<file path="src/rtl/pwm_audio_tone_mixer.sv">
// Multi-channel square-wave tone synthesiser feeding a PWM DAC.
// The mix is sampled into the duty register once per PWM frame, so config writes never glitch a frame.
module pwm_audio_tone_mixer #(
    parameter int CHANNELS = 4,
    parameter int DIV_BITS = 12,
    parameter int VOL_BITS = 4,
    parameter int PWM_BITS = 8,
    localparam int CH_BITS  = (CHANNELS > 1) ? $clog2(CHANNELS) : 1,
    localparam int MIX_BITS = VOL_BITS + $clog2(CHANNELS)
) (
    input  logic                clk,
    input  logic                rst_n,
    input  logic                ena,
    input  logic                cfg_we,
    input  logic [CH_BITS-1:0]  cfg_ch,
    input  logic [DIV_BITS-1:0] cfg_div,
    input  logic [VOL_BITS-1:0] cfg_vol,
    output logic                pwm_out,
    output logic                frame_tick,
    output logic [MIX_BITS-1:0] mix_dbg
);

    localparam int SHIFT = PWM_BITS - MIX_BITS;
    localparam logic [CH_BITS:0] CH_LIMIT = (CH_BITS + 1)'(CHANNELS);

    logic [DIV_BITS-1:0] div_q [CHANNELS];
    logic [VOL_BITS-1:0] vol_q [CHANNELS];
    logic [DIV_BITS-1:0] cnt_q [CHANNELS];
    logic [CHANNELS-1:0] phase_q;
    logic [CHANNELS-1:0] wr_sel;
    logic                ch_valid;
    logic [MIX_BITS-1:0] mix;
    logic [PWM_BITS-1:0] pwm_cnt;
    logic [PWM_BITS-1:0] pwm_cnt_next;
    logic [PWM_BITS-1:0] duty;
    logic [PWM_BITS-1:0] duty_next;
    logic                frame_end;

    // Extra top bit lets non-power-of-two channel counts reject the unused indices.
    assign ch_valid = ({1'b0, cfg_ch} < CH_LIMIT);

    always_comb begin
        wr_sel = '0;
        for (int c = 0; c < CHANNELS; c++) begin
            wr_sel[c] = cfg_we && ch_valid && (cfg_ch == CH_BITS'(c));
        end
    end

    // A write restarts the half-period count; a zero divider also parks the phase low.
    always_ff @(posedge clk or negedge rst_n) begin
        if (!rst_n) begin
            for (int c = 0; c < CHANNELS; c++) begin
                div_q[c] <= '0;
                vol_q[c] <= '0;
                cnt_q[c] <= '0;
            end
            phase_q <= '0;
        end else begin
            for (int c = 0; c < CHANNELS; c++) begin
                if (wr_sel[c]) begin
                    div_q[c] <= cfg_div;
                    vol_q[c] <= cfg_vol;
                    cnt_q[c] <= '0;
                    if (cfg_div == '0) begin
                        phase_q[c] <= 1'b0;
                    end
                end else if (ena) begin
                    if (div_q[c] == '0) begin
                        cnt_q[c]   <= '0;
                        phase_q[c] <= 1'b0;
                    end else if (cnt_q[c] == div_q[c]) begin
                        cnt_q[c]   <= '0;
                        phase_q[c] <= ~phase_q[c];
                    end else begin
                        cnt_q[c] <= cnt_q[c] + DIV_BITS'(1);
                    end
                end
            end
        end
    end

    always_comb begin
        mix = '0;
        for (int c = 0; c < CHANNELS; c++) begin
            if (phase_q[c]) begin
                mix = mix + MIX_BITS'(vol_q[c]);
            end
        end
    end

    assign frame_end    = (pwm_cnt == '1);
    assign pwm_cnt_next = pwm_cnt + PWM_BITS'(1);
    assign duty_next    = frame_end ? (PWM_BITS'(mix) << SHIFT) : duty;

    // Outputs are registered from next-state values so they line up with the counter they describe.
    always_ff @(posedge clk or negedge rst_n) begin
        if (!rst_n) begin
            pwm_cnt    <= '0;
            duty       <= '0;
            mix_dbg    <= '0;
            pwm_out    <= 1'b0;
            frame_tick <= 1'b0;
        end else if (ena) begin
            pwm_cnt    <= pwm_cnt_next;
            duty       <= duty_next;
            if (frame_end) begin
                mix_dbg <= mix;
            end
            pwm_out    <= (pwm_cnt_next < duty_next);
            frame_tick <= (pwm_cnt_next == '0);
        end else begin
            pwm_out    <= 1'b0;
            frame_tick <= 1'b0;
        end
    end

endmodule

</file>
<file path="config.mk">
export PLATFORM = sky130hd
export DESIGN_NAME = pwm_audio_tone_mixer
export DESIGN_NICKNAME = d
export VERILOG_FILES = /design/src/rtl/pwm_audio_tone_mixer.sv
export SDC_FILE = /design/constraint.sdc
export NUM_CORES = 1
export LEC_CHECK = 0
export ABC_AREA = 1
export BUFFER_PORTS_ARGS = -buffer_cell sky130_fd_sc_hd__buf_2
export CAP_MARGIN = 20
export CORE_MARGIN = 5
export CORE_UTILIZATION = 60
export DETAILED_ROUTE_END_ITERATION = 16
export PLACE_DENSITY = 0.78
export SYNTH_ARGS = -nofsm -noshare
export SYNTH_HDL_FRONTEND = slang
export SYNTH_SLANG_ARGS = --single-unit
</file>
<file path="constraint.sdc">
create_clock -name clk -period 7.36 [get_ports clk]
set_input_delay 1.104 -clock clk [delete_from_list [all_inputs] [get_ports clk]]
set_output_delay 1.104 -clock clk [all_outputs]
set_load 0.01 [all_outputs]
</file>
==> flow_summary.json, run 1 <==
{
  "outcome": "finished clean",
  "seqCellArea_um2": 3500,
  "grt_pass1_wl_um": 29700,
  "synthTopCellsByCount": "nand2_1 (361), dfrtp_1 (140), inv_1 (123), nor2_1 (93), o21ai_0 (82)",
  "wl_per_cell_um": 13.5,
  "cellPowerDensity_nw_per_um2": 303,
  "finalCriticalPeriod_ps": 4230,
  "yosysWarningCount": 0,
  "crit_required_ps": 7710,
  "ioPinCount": 30,
  "synth.area.top_cells": "dfrtp_1 (44%), nand2_1 (17%), inv_1 (5.8%)",
  "cts_made_buffers": 17,
  "die_w_um": 125,
  "syn_to_final_growth_pct": 11.0,
  "start_util_pct": 60.9,
  "finalCritPeriodShare_pct": 57.5,
  "maxCapViolations": 0,
  "clock.fmax_ghz": 0.236,
  "track_usage_pct": 23.3,
  "antenna_left": 0,
  "place_congestion": 0.834,
  "yosysTopAreaCell": "dfrtp_1",
  "end_kind": "flip-flop",
  "grt-ovfl-total": 0,
  "postSynthCellCount": 1063,
  "crit_fanout": 6,
  "cp_common_cell": "nand2_1",
  "rsz0062_at_grt": "false",
  "cts_max_level": 4,
  "via_per_inst": 5.20,
  "leakagePower_uw": 0.00470,
  "p_total_uw": 2690,
  "crit_path_top_delay_cell": "fa_1",
  "routed_wl_um": 17300,
  "synth.most_common_cell": "nand2_1",
  "hold_violations": 0,
  "final_layout_size_suffix_gt1_share_pct": 8.87,
  "finClkSkew_ps": 9.15,
  "layout_setup_ws_ps": 3130,
  "ys_ff_latch": 140,
  "setup.worst_path.class": "reg2reg",
  "place_area_um2": 8290,
  "fin_tns_setup_ps": 0,
  "hold_path.class": "reg2reg",
  "grt_max_degree": 78,
  "netlist-cell-type-count": 37,
  "crit_arrival_ps": 4580,
  "numClockSinks": 140,
  "rows": 42,
  "cts_hold_buf": 0,
  "die-area_um2": 15700,
  "core_um2": 13100,
  "ir_drop_v": 0.000188,
  "r2r_slack_ps": 3130,
  "grt_pass1_vias": 6177,
  "syn_nets": 1115,
  "multi_input_area_um2": 3890,
  "port_buffers": 29,
  "antenna_found_initial": 0,
  "cts_tree": "done",
  "cts_root_buf": "clkbuf_16",
  "drt_iter0_markers": 564,
  "ys.flop_type": "dfrtp_1",
  "post-cts-setup-buffers": 0,
  "timing.final.max_slew_violations": 0,
  "fin_area_um2": 8870,
  "dr.pass1.iters": 5,
  "synthArstFlopShare_pct": 100,
  "dpl.hpwl_um": 12200,
  "nets": 1144,
  "fill_cells": 1113,
  "clock_path_buffers": 2,
  "hold_ws_ps": 474,
  "tightestPinTransition_ps": 768,
  "setup_viol_count_final": 0,
  "relSlewSlack_pct": 48.8,
  "ctsResizeCount": 0,
  "ys_seq_area_share_pct": 43.8,
  "worstHoldStart": "mix_dbg[2]",
  "crit_path_max_incr_delay_ps": 450,
  "clk_pin_slew_worst_paths_ps": 60,
  "route.vias.total": 6659,
  "synth_top_area_share_pct": 43.8,
  "setup.worst_path.start": "phase_q[0]",
  "start_kind": "flip-flop",
  "syn_area_per_cell_um2": 7.52,
  "diodes": 0,
  "dieHeight_um": 125,
  "synth_edf_count": 0,
  "drc": 0,
  "r2r_start": "phase_q[0]",
  "dp_slack_ps": 3150,
  "clk_latency_ps": 430,
  "syn_area_um2": 8000
}
[cell families (layout without fill, tap and decap cells)]
kind of cell / Yosys count / count (layout) / synth area share [%]
flops: 140 / 140 / 43.8
simple gates: 565 / 565 / 30.1
mux: 1 / 1 / 0.125
compound gates: 112 / 112 / 7.18
xor+xnor: 58 / 58 / 6.35
fa+ha+maj: 30 / 30 / 4.98
buf+inv: 157 / 199 / 7.48
[final cells by class]
class                           instances  share of cell area [%]
Clock buffer                           19                    4.99
Timing Repair Buffer                   30                    1.79
Tap cell                              176                    2.48
Clock inverter                         13                    1.59
Multi-Input combinational cell        766                    43.9
Inverter                              137                    5.79
Sequential cell                       140                    39.5
[cell usage in the layout (no fill, tap or decap), types with 3 or more instances in the layout]
| master | netlist | layout |
|---|---|---|
| o21ai_0 | 82 | 82 |
| inv_2 | 11 | 11 |
| clkinv_2 | 0 | 3 |
| xor2_1 | 26 | 26 |
| or2_2 | 4 | 4 |
| a21oi_1 | 19 | 19 |
| buf_2 | 7 | 28 |
| clkinv_1 | 3 | 3 |
| ha_1 | 27 | 27 |
| xnor2_1 | 32 | 32 |
| clkinvlp_4 | 0 | 3 |
| nand3_1 | 54 | 54 |
| nor2_1 | 93 | 93 |
| inv_1 | 123 | 123 |
| nand2_1 | 361 | 361 |
| fa_1 | 3 | 3 |
| nand3_2 | 5 | 5 |
| nor2_2 | 4 | 4 |
| nor2_4 | 4 | 4 |
| nand2_4 | 3 | 3 |
| o22ai_1 | 3 | 3 |
| o21ai_1 | 3 | 3 |
| clkinv_4 | 0 | 3 |
| nand4_1 | 16 | 16 |
| nor3_1 | 10 | 10 |
| clkbuf_16 | 0 | 17 |
| dfrtp_1 | 140 | 140 |
[where the power goes]
group | switching, uW | leakage (uW) | internal (uW)
Combinational | 457 | 0.00260 | 314
Clock | 340 | 0.000280 | 509
Sequential | 169 | 0.00182 | 902
[worst max-delay path: cells and delay by family (launching register included)]
family / cells / cell delay [ps]
XOR/XNOR: 1 / 170
AND/OR/NAND/NOR: 9 / 680
flip-flops: 1 / 440
AO/OA/AOI/OAI: 6 / 970
buffers and inverters: 4 / 260
adder cells (fa/ha/maj): 5 / 1640
[routing by layer]
layer | routed length, um | global-route usage, % | vias up
li1 | - | - | 3397
met1 | 8080 | 31.9 | 3109
met2 | 8230 | 37.3 | 127
met3 | 694 | 5.25 | 26
met4 | 305 | 7.14 | 0
met5 | 0 | 0 | -
[sequential cells by signal (all words and copies together) (netlist names)]
| name | count |
|---|---|
| div_q | 48 |
| frame_tick | 1 |
| pwm_out | 1 |
| cnt_q | 48 |
| phase_q | 4 |
| duty | 8 |
| pwm_cnt | 8 |
| vol_q | 16 |
| mix_dbg | 6 |
[path summary, 6_finish.rpt]
check                              to  cells after the start
min in group asynchronous   cnt_q[23]                      1
hold reg to reg            mix_dbg[2]                      2
hold / removal             mix_dbg[2]                      2
max in group asynchronous   cnt_q[36]                      2
setup reg to reg              pwm_out                     25
setup / recovery              pwm_out                     25
[per-stage QoR]
step / std cells / util [%]
floorplan: 1063 / -
global placement: 1249 / 63.1
detailed placement: 1249 / 63.1
CTS: 1281 / 67.6
global route: 1281 / 67.6
finish: 1281 / 67.6
No activity file was read; power rests on OpenSTA's default activity.
==> run 2, diff against run 1 <==
- clock period: 7.36 -> 4 ns (I/O delays scaled with it)
==> run 2 against run 1 <==
The flow now finishes with violations (setup timing). Via count rose by 3.9%. Global-route usage up 0.91 points. First-iteration DRC count grew 11%. Worst setup slack worse by 3200 ps. Flip-flop and latch count unchanged. Clock-buffer cell count decreased by 1. Critical path depth is 1 higher. Highest routed layer unchanged.
==> flow_summary.json, run 2 (synthesized netlist as in run 1, its figures left out) <==
{
  "finalCriticalPeriod_ps": 4070,
  "antenna_found_initial": 0,
  "hold_path.class": "in2async",
  "seqPwrFrac_pct": 36.6,
  "reg.largest.list": "cnt_q: 48 flops, div_q: 48 flops, vol_q: 16 flops",
  "sw_frac_of_total_pct": 37.3,
  "timing.final.max_slew_violations": 0,
  "dr.pass1.iters": 5,
  "cellPowerDensity_nw_per_um2": 589,
  "pwr-share-comb_pct": 33.7,
  "crit_arrival_ps": 4430,
  "p_int_uw": 3390,
  "setup.worst_path.class": "reg2reg",
  "final_layout_size_suffix_gt1_share_pct": 13.0,
  "layout.cells.most_common": "nand2_1",
  "track_usage_pct": 24.2,
  "antenna_left": 0,
  "rows": 42,
  "stdcell_count": 1295,
  "start_util_pct": 60.9,
  "finalCritPeriodShare_pct": 102,
  "crit_required_ps": 4350,
  "violations": "setup timing",
  "wl_per_cell_um": 14.7,
  "drc": 0,
  "clk_pin_slew_worst_paths_ps": 60,
  "via_per_inst": 5.34,
  "p_switching_uw": 2020,
  "dpl.hpwl_um": 12500,
  "maxCapViolations": 0,
  "fin_area_um2": 9170,
  "r2r_start": "phase_q[0]",
  "setup_viol_count_final": 1,
  "port_buffers": 29,
  "layout_setup_ws_ps": -74.3,
  "rsz0062_at_grt": "true",
  "grt_max_degree": 97,
  "mostFrequentLayoutCells": "nand2_1 (353), dfrtp_1 (140), inv_1 (121)",
  "outcome": "complete, but fails checks",
  "start_kind": "flip-flop",
  "diodes": 0,
  "clk_latency_ps": 420,
  "leakagePower_uw": 0.00479,
  "numClockSinks": 140,
  "clock_path_buffers": 2,
  "nets": 1158,
  "hold_violations": 0,
  "tightestPinTransition_ps": 874,
  "cts_root_buf": "clkbuf_16",
  "placedCellCount": 1256,
  "grt_pass1_wl_um": 31100,
  "cts_made_buffers": 17,
  "crit_fanout": 3,
  "setup.worst_path.start": "phase_q[0]",
  "routed_wl_um": 19000,
  "die-area_um2": 15700,
  "place_area_um2": 8340,
  "syn_to_final_growth_pct": 14.7,
  "place_congestion": 0.854,
  "grt-ovfl-total": 0,
  "core_um2": 13100,
  "drt_iter0_markers": 624,
  "ir_drop_v": 0.000480,
  "end_kind": "flip-flop",
  "grt_pass1_vias": 6502,
  "route.vias.total": 6916,
  "die_w_um": 125,
  "dp_slack_ps": -93.5,
  "ioPinCount": 30,
  "relSlewSlack_pct": 41.8,
  "cts_tree": "done",
  "dieHeight_um": 125,
  "clock.fmax_ghz": 0.245,
  "pwr-share-clk_pct": 29.7,
  "hold_ws_ps": 262,
  "finClkSkew_ps": 9.25,
  "cts_hold_buf": 0,
  "cts_max_level": 4,
  "p_total_uw": 5400
}
==> run 2: metal layers <==
layer,up-vias,track usage [%],wire length [um]
li1,3422,-,-
met1,3275,33.0,8470
met2,170,38.9,9160
met3,49,5.46,842
met4,0,7.59,496
met5,-,0,0
==> run 2: critical path, cell delays in order (launching register included) <==
cell and delay [ps]:
dfrtp_1 370, nand2_1 100, inv_1 50, ha_2 170, inv_2 60, fa_2 400
nand2_1 70, inv_1 50, a21oi_2 150, inv_2 80, fa_2 390, xor2_1 190
o21ai_2 100, ha_4 300, nand3_1 100, nand2_1 120, nand2_2 90, a21oi_2 170
nand3_1 110, nand3_1 120, nand2_1 80, ha_1 310, nand2_1 100, inv_1 60
nand3_1 70, nand3_1 90, a21oi_2 110
==> run 2: power by group through the flow <==
stage | Combinational, uW | Sequential [uW] | Clock (uW)
after CTS | 1530 | 1960 | 1610
final | 1820 | 1980 | 1600
after global placement | 1400 | 1970 | 0
after global routing | 2060 | 2010 | 1680
after floorplan | 1140 | 1890 | 0
after detailed placement | 1470 | 1980 | 0
==> run 2: path summary, 6_finish.rpt <==
path,slack (ps),end,depth (start not counted)
worst max-delay path,-70,pwm_out,26
worst min-delay path,260,cnt_q[20],1
worst max register to register,-70,pwm_out,26
worst min register to register,480,duty[1],2
max in group asynchronous,2830,cnt_q[40],2
min in group clk,480,duty[1],2
==> run 2: timing repair <==
action                                  CTS  global route
setup buffers                             2             5
endpoints found under the setup margin    1             1
pin swaps                                 3            23
gates resized for setup                   3            38
==> run 2: stage by stage <==
stage	TNS [ps]	utilization, %
after floorplan	0	-
after global placement	0	63.5
after detailed placement	-93.5	63.5
after CTS	0	68.2
after global routing	-313	69.8
final	-74.3	69.8
==> run 2: final cells by class <==
cell class,instances,area [um2]
clock buffers,18,439
clock inverters,14,158
fillers,1060,3970
inverters,137,514
multi-input cells,766,4070
flip-flops and latches,140,3500
well taps,176,220
repair buffers,44,264
==> run 3, diff against run 2 <==
- CORE_UTILIZATION: 60 -> 56
- PLACE_DENSITY: 0.78 -> 0.76
- clock period: 4 -> 3.4 ns (I/O delays scaled with it)
==> run 3 against run 2 <==
Worst hold slack worse by 160 ps. Final area rose by 2.0%. Non-clock buffer count up 23. Via count fell by 1.1%. Highest routed layer unchanged. The flow still finishes with violations (setup timing).
==> flow_summary.json, run 3 (synthesized netlist as in run 1, its figures left out) <==
{
  "timing.final.max_slew_violations": 0,
  "seqPwrFrac_pct": 36.5,
  "layout.cells.most_common": "nand2_1",
  "rsz0062_at_grt": "true",
  "grt_pass1_wl_um": 30800,
  "antenna_left": 0,
  "cts_hold_buf": 0,
  "drc": 0,
  "mostFrequentLayoutCells": "nand2_1 (350), dfrtp_1 (140), inv_1 (118)",
  "reg.largest.list": "cnt_q: 48 flops, div_q: 48 flops, vol_q: 16 flops",
  "outcome": "complete, but fails checks",
  "setup_viol_count_final": 3,
  "rows": 43,
  "r2r_slack_ps": -460,
  "nets": 1181,
  "cellPowerDensity_nw_per_um2": 672,
  "diodes": 0,
  "clk_pin_slew_worst_paths_ps": 60,
  "p_total_uw": 6280,
  "finClkSkew_ps": 8.33,
  "dpl.hpwl_um": 12700,
  "tightestPinTransition_ps": 656,
  "antenna_found_initial": 0,
  "cts_max_level": 4,
  "numClockSinks": 140,
  "clk_latency_ps": 420,
  "worst-r2r-cell-count": 25,
  "drt_iter0_markers": 511,
  "hold_ws_ps": 105,
  "grt_pass1_vias": 6473,
  "wl_per_cell_um": 14.1,
  "end_kind": "flip-flop",
  "dr.pass1.iters": 5,
  "clock_path_buffers": 2,
  "crit_required_ps": 3750,
  "relSlewSlack_pct": 56.3,
  "final_layout_size_suffix_gt1_share_pct": 15.4,
  "p_int_uw": 4030,
  "via_per_inst": 5.18,
  "syn_to_final_growth_pct": 16.9,
  "dp_slack_ps": -504,
  "finalCriticalPeriod_ps": 3860,
  "pwr-share-clk_pct": 29.1,
  "port_buffers": 29,
  "leakagePower_uw": 0.00489,
  "maxCapViolations": 0,
  "dieHeight_um": 129,
  "routed_wl_um": 18600,
  "placedCellCount": 1278,
  "ir_drop_v": 0.000424,
  "place_congestion": 0.871,
  "start_kind": "flip-flop",
  "crit_arrival_ps": 4210,
  "ioPinCount": 30,
  "r2r_start": "vol_q[12]",
  "start_util_pct": 57.4,
  "grt-ovfl-total": 0,
  "pwr-share-comb_pct": 34.4,
  "die_w_um": 129,
  "crit_end": "pwm_out",
  "cts_root_buf": "clkbuf_16",
  "hold_path.class": "in2async",
  "clock.fmax_ghz": 0.259,
  "route.vias.total": 6839,
  "finalCritPeriodShare_pct": 114,
  "layout_setup_ws_ps": -460,
  "cts_made_buffers": 17,
  "stdcell_count": 1321,
  "track_usage_pct": 23.3,
  "p_switching_uw": 2250,
  "hold_violations": 0,
  "setup.worst_path.class": "reg2reg",
  "die-area_um2": 16800,
  "core_um2": 13900,
  "timing.rr.end": "pwm_out",
  "setup.worst_path.start": "vol_q[12]",
  "sw_frac_of_total_pct": 35.8,
  "fin_tns_setup_ps": -1330,
  "cts_tree": "done",
  "violations": "setup timing",
  "crit_fanout": 4,
  "grt_max_degree": 72
}
==> run 3: cell count changes in the layout (fill, tap and decap cells not counted), sizes merged <==
| cell | delta |
|---|---|
| buf | +23 |
| clkbuf | +3 |
| clkinv | -2 |
| clkinvlp | +2 |
| inv | -4 |
==> run 3: area by class of cell <==
type                            instances  area (um2)
Sequential cell                       140        3500
Clock buffer                           21         460
Multi-Input combinational cell        766        4080
Clock inverter                         10         116
Inverter                              137         514
Timing Repair Buffer                   67         449
Fill cell                            1128        4590
Tap cell                              180         225
==> run 3: through the flow <==
step | cell area, um2 | utilization [%]
finish | 9350 | 67.1
global route | 9350 | 67.1
CTS | 9200 | 66.0
detailed placement | 8510 | 61.1
global placement | 8510 | 61.1
floorplan | 8010 | -
==> run 3: worst max-delay path, stage by stage, from the launching register on <==
cell,delay [ps]
dfrtp_1,380
nand2_2,80
inv_2,40
ha_4,150
inv_2,50
fa_2,420
nand2_1,60
inv_1,40
a21oi_2,160
inv_2,60
fa_2,350
xor2_1,150
o21ai_1,180
ha_1,320
a31oi_1,200
nor2_1,90
nand2_1,150
nand2_2,70
nand2_1,70
o21ai_2,60
ha_1,280
nand2_2,100
inv_2,40
nand2_1,60
nand3_1,100
a21oi_2,110
==> run 3: repair_timing <==
| action | CTS | global route |
|---|---|---|
| endpoints found under the setup margin | 5 | 9 |
| setup buffers | 9 | 3 |
| resized for setup | 13 | 30 |
| pin swaps | 17 | 22 |
==> run 3: worst min-delay path by stage <==
stage                     slack, ps  cells past startpoint   endpoint  startpoint
after floorplan                 210                      0   cnt_q[0]       rst_n
after global placement          450                      2    duty[1]     duty[1]
after detailed placement        460                      2    duty[1]     duty[1]
after CTS                       130                      1  div_q[44]       rst_n
after global routing            140                      1  cnt_q[41]       rst_n
final                           100                      1  cnt_q[41]       rst_n
==> run 3: power by group through the flow <==
stage          Combinational (uW)  Clock (uW)  Sequential, uW
4_1_cts                      1990        1840            2280
5_1_grt                      2450        1930            2340
3_5_place_dp                 1890           0            2300
3_3_place_gp                 1820           0            2300
6_report                     2160        1830            2290
2_1_floorplan                1360           0            2220
==> run 3: layer usage <==
metal	up-vias	global-route usage, %	share of wire, %
li1	3469	-	-
met1	3208	30.5	46
met2	128	38.1	48
met3	34	4.86	4.0
met4	0	9.23	2.7
met5	-	0	0
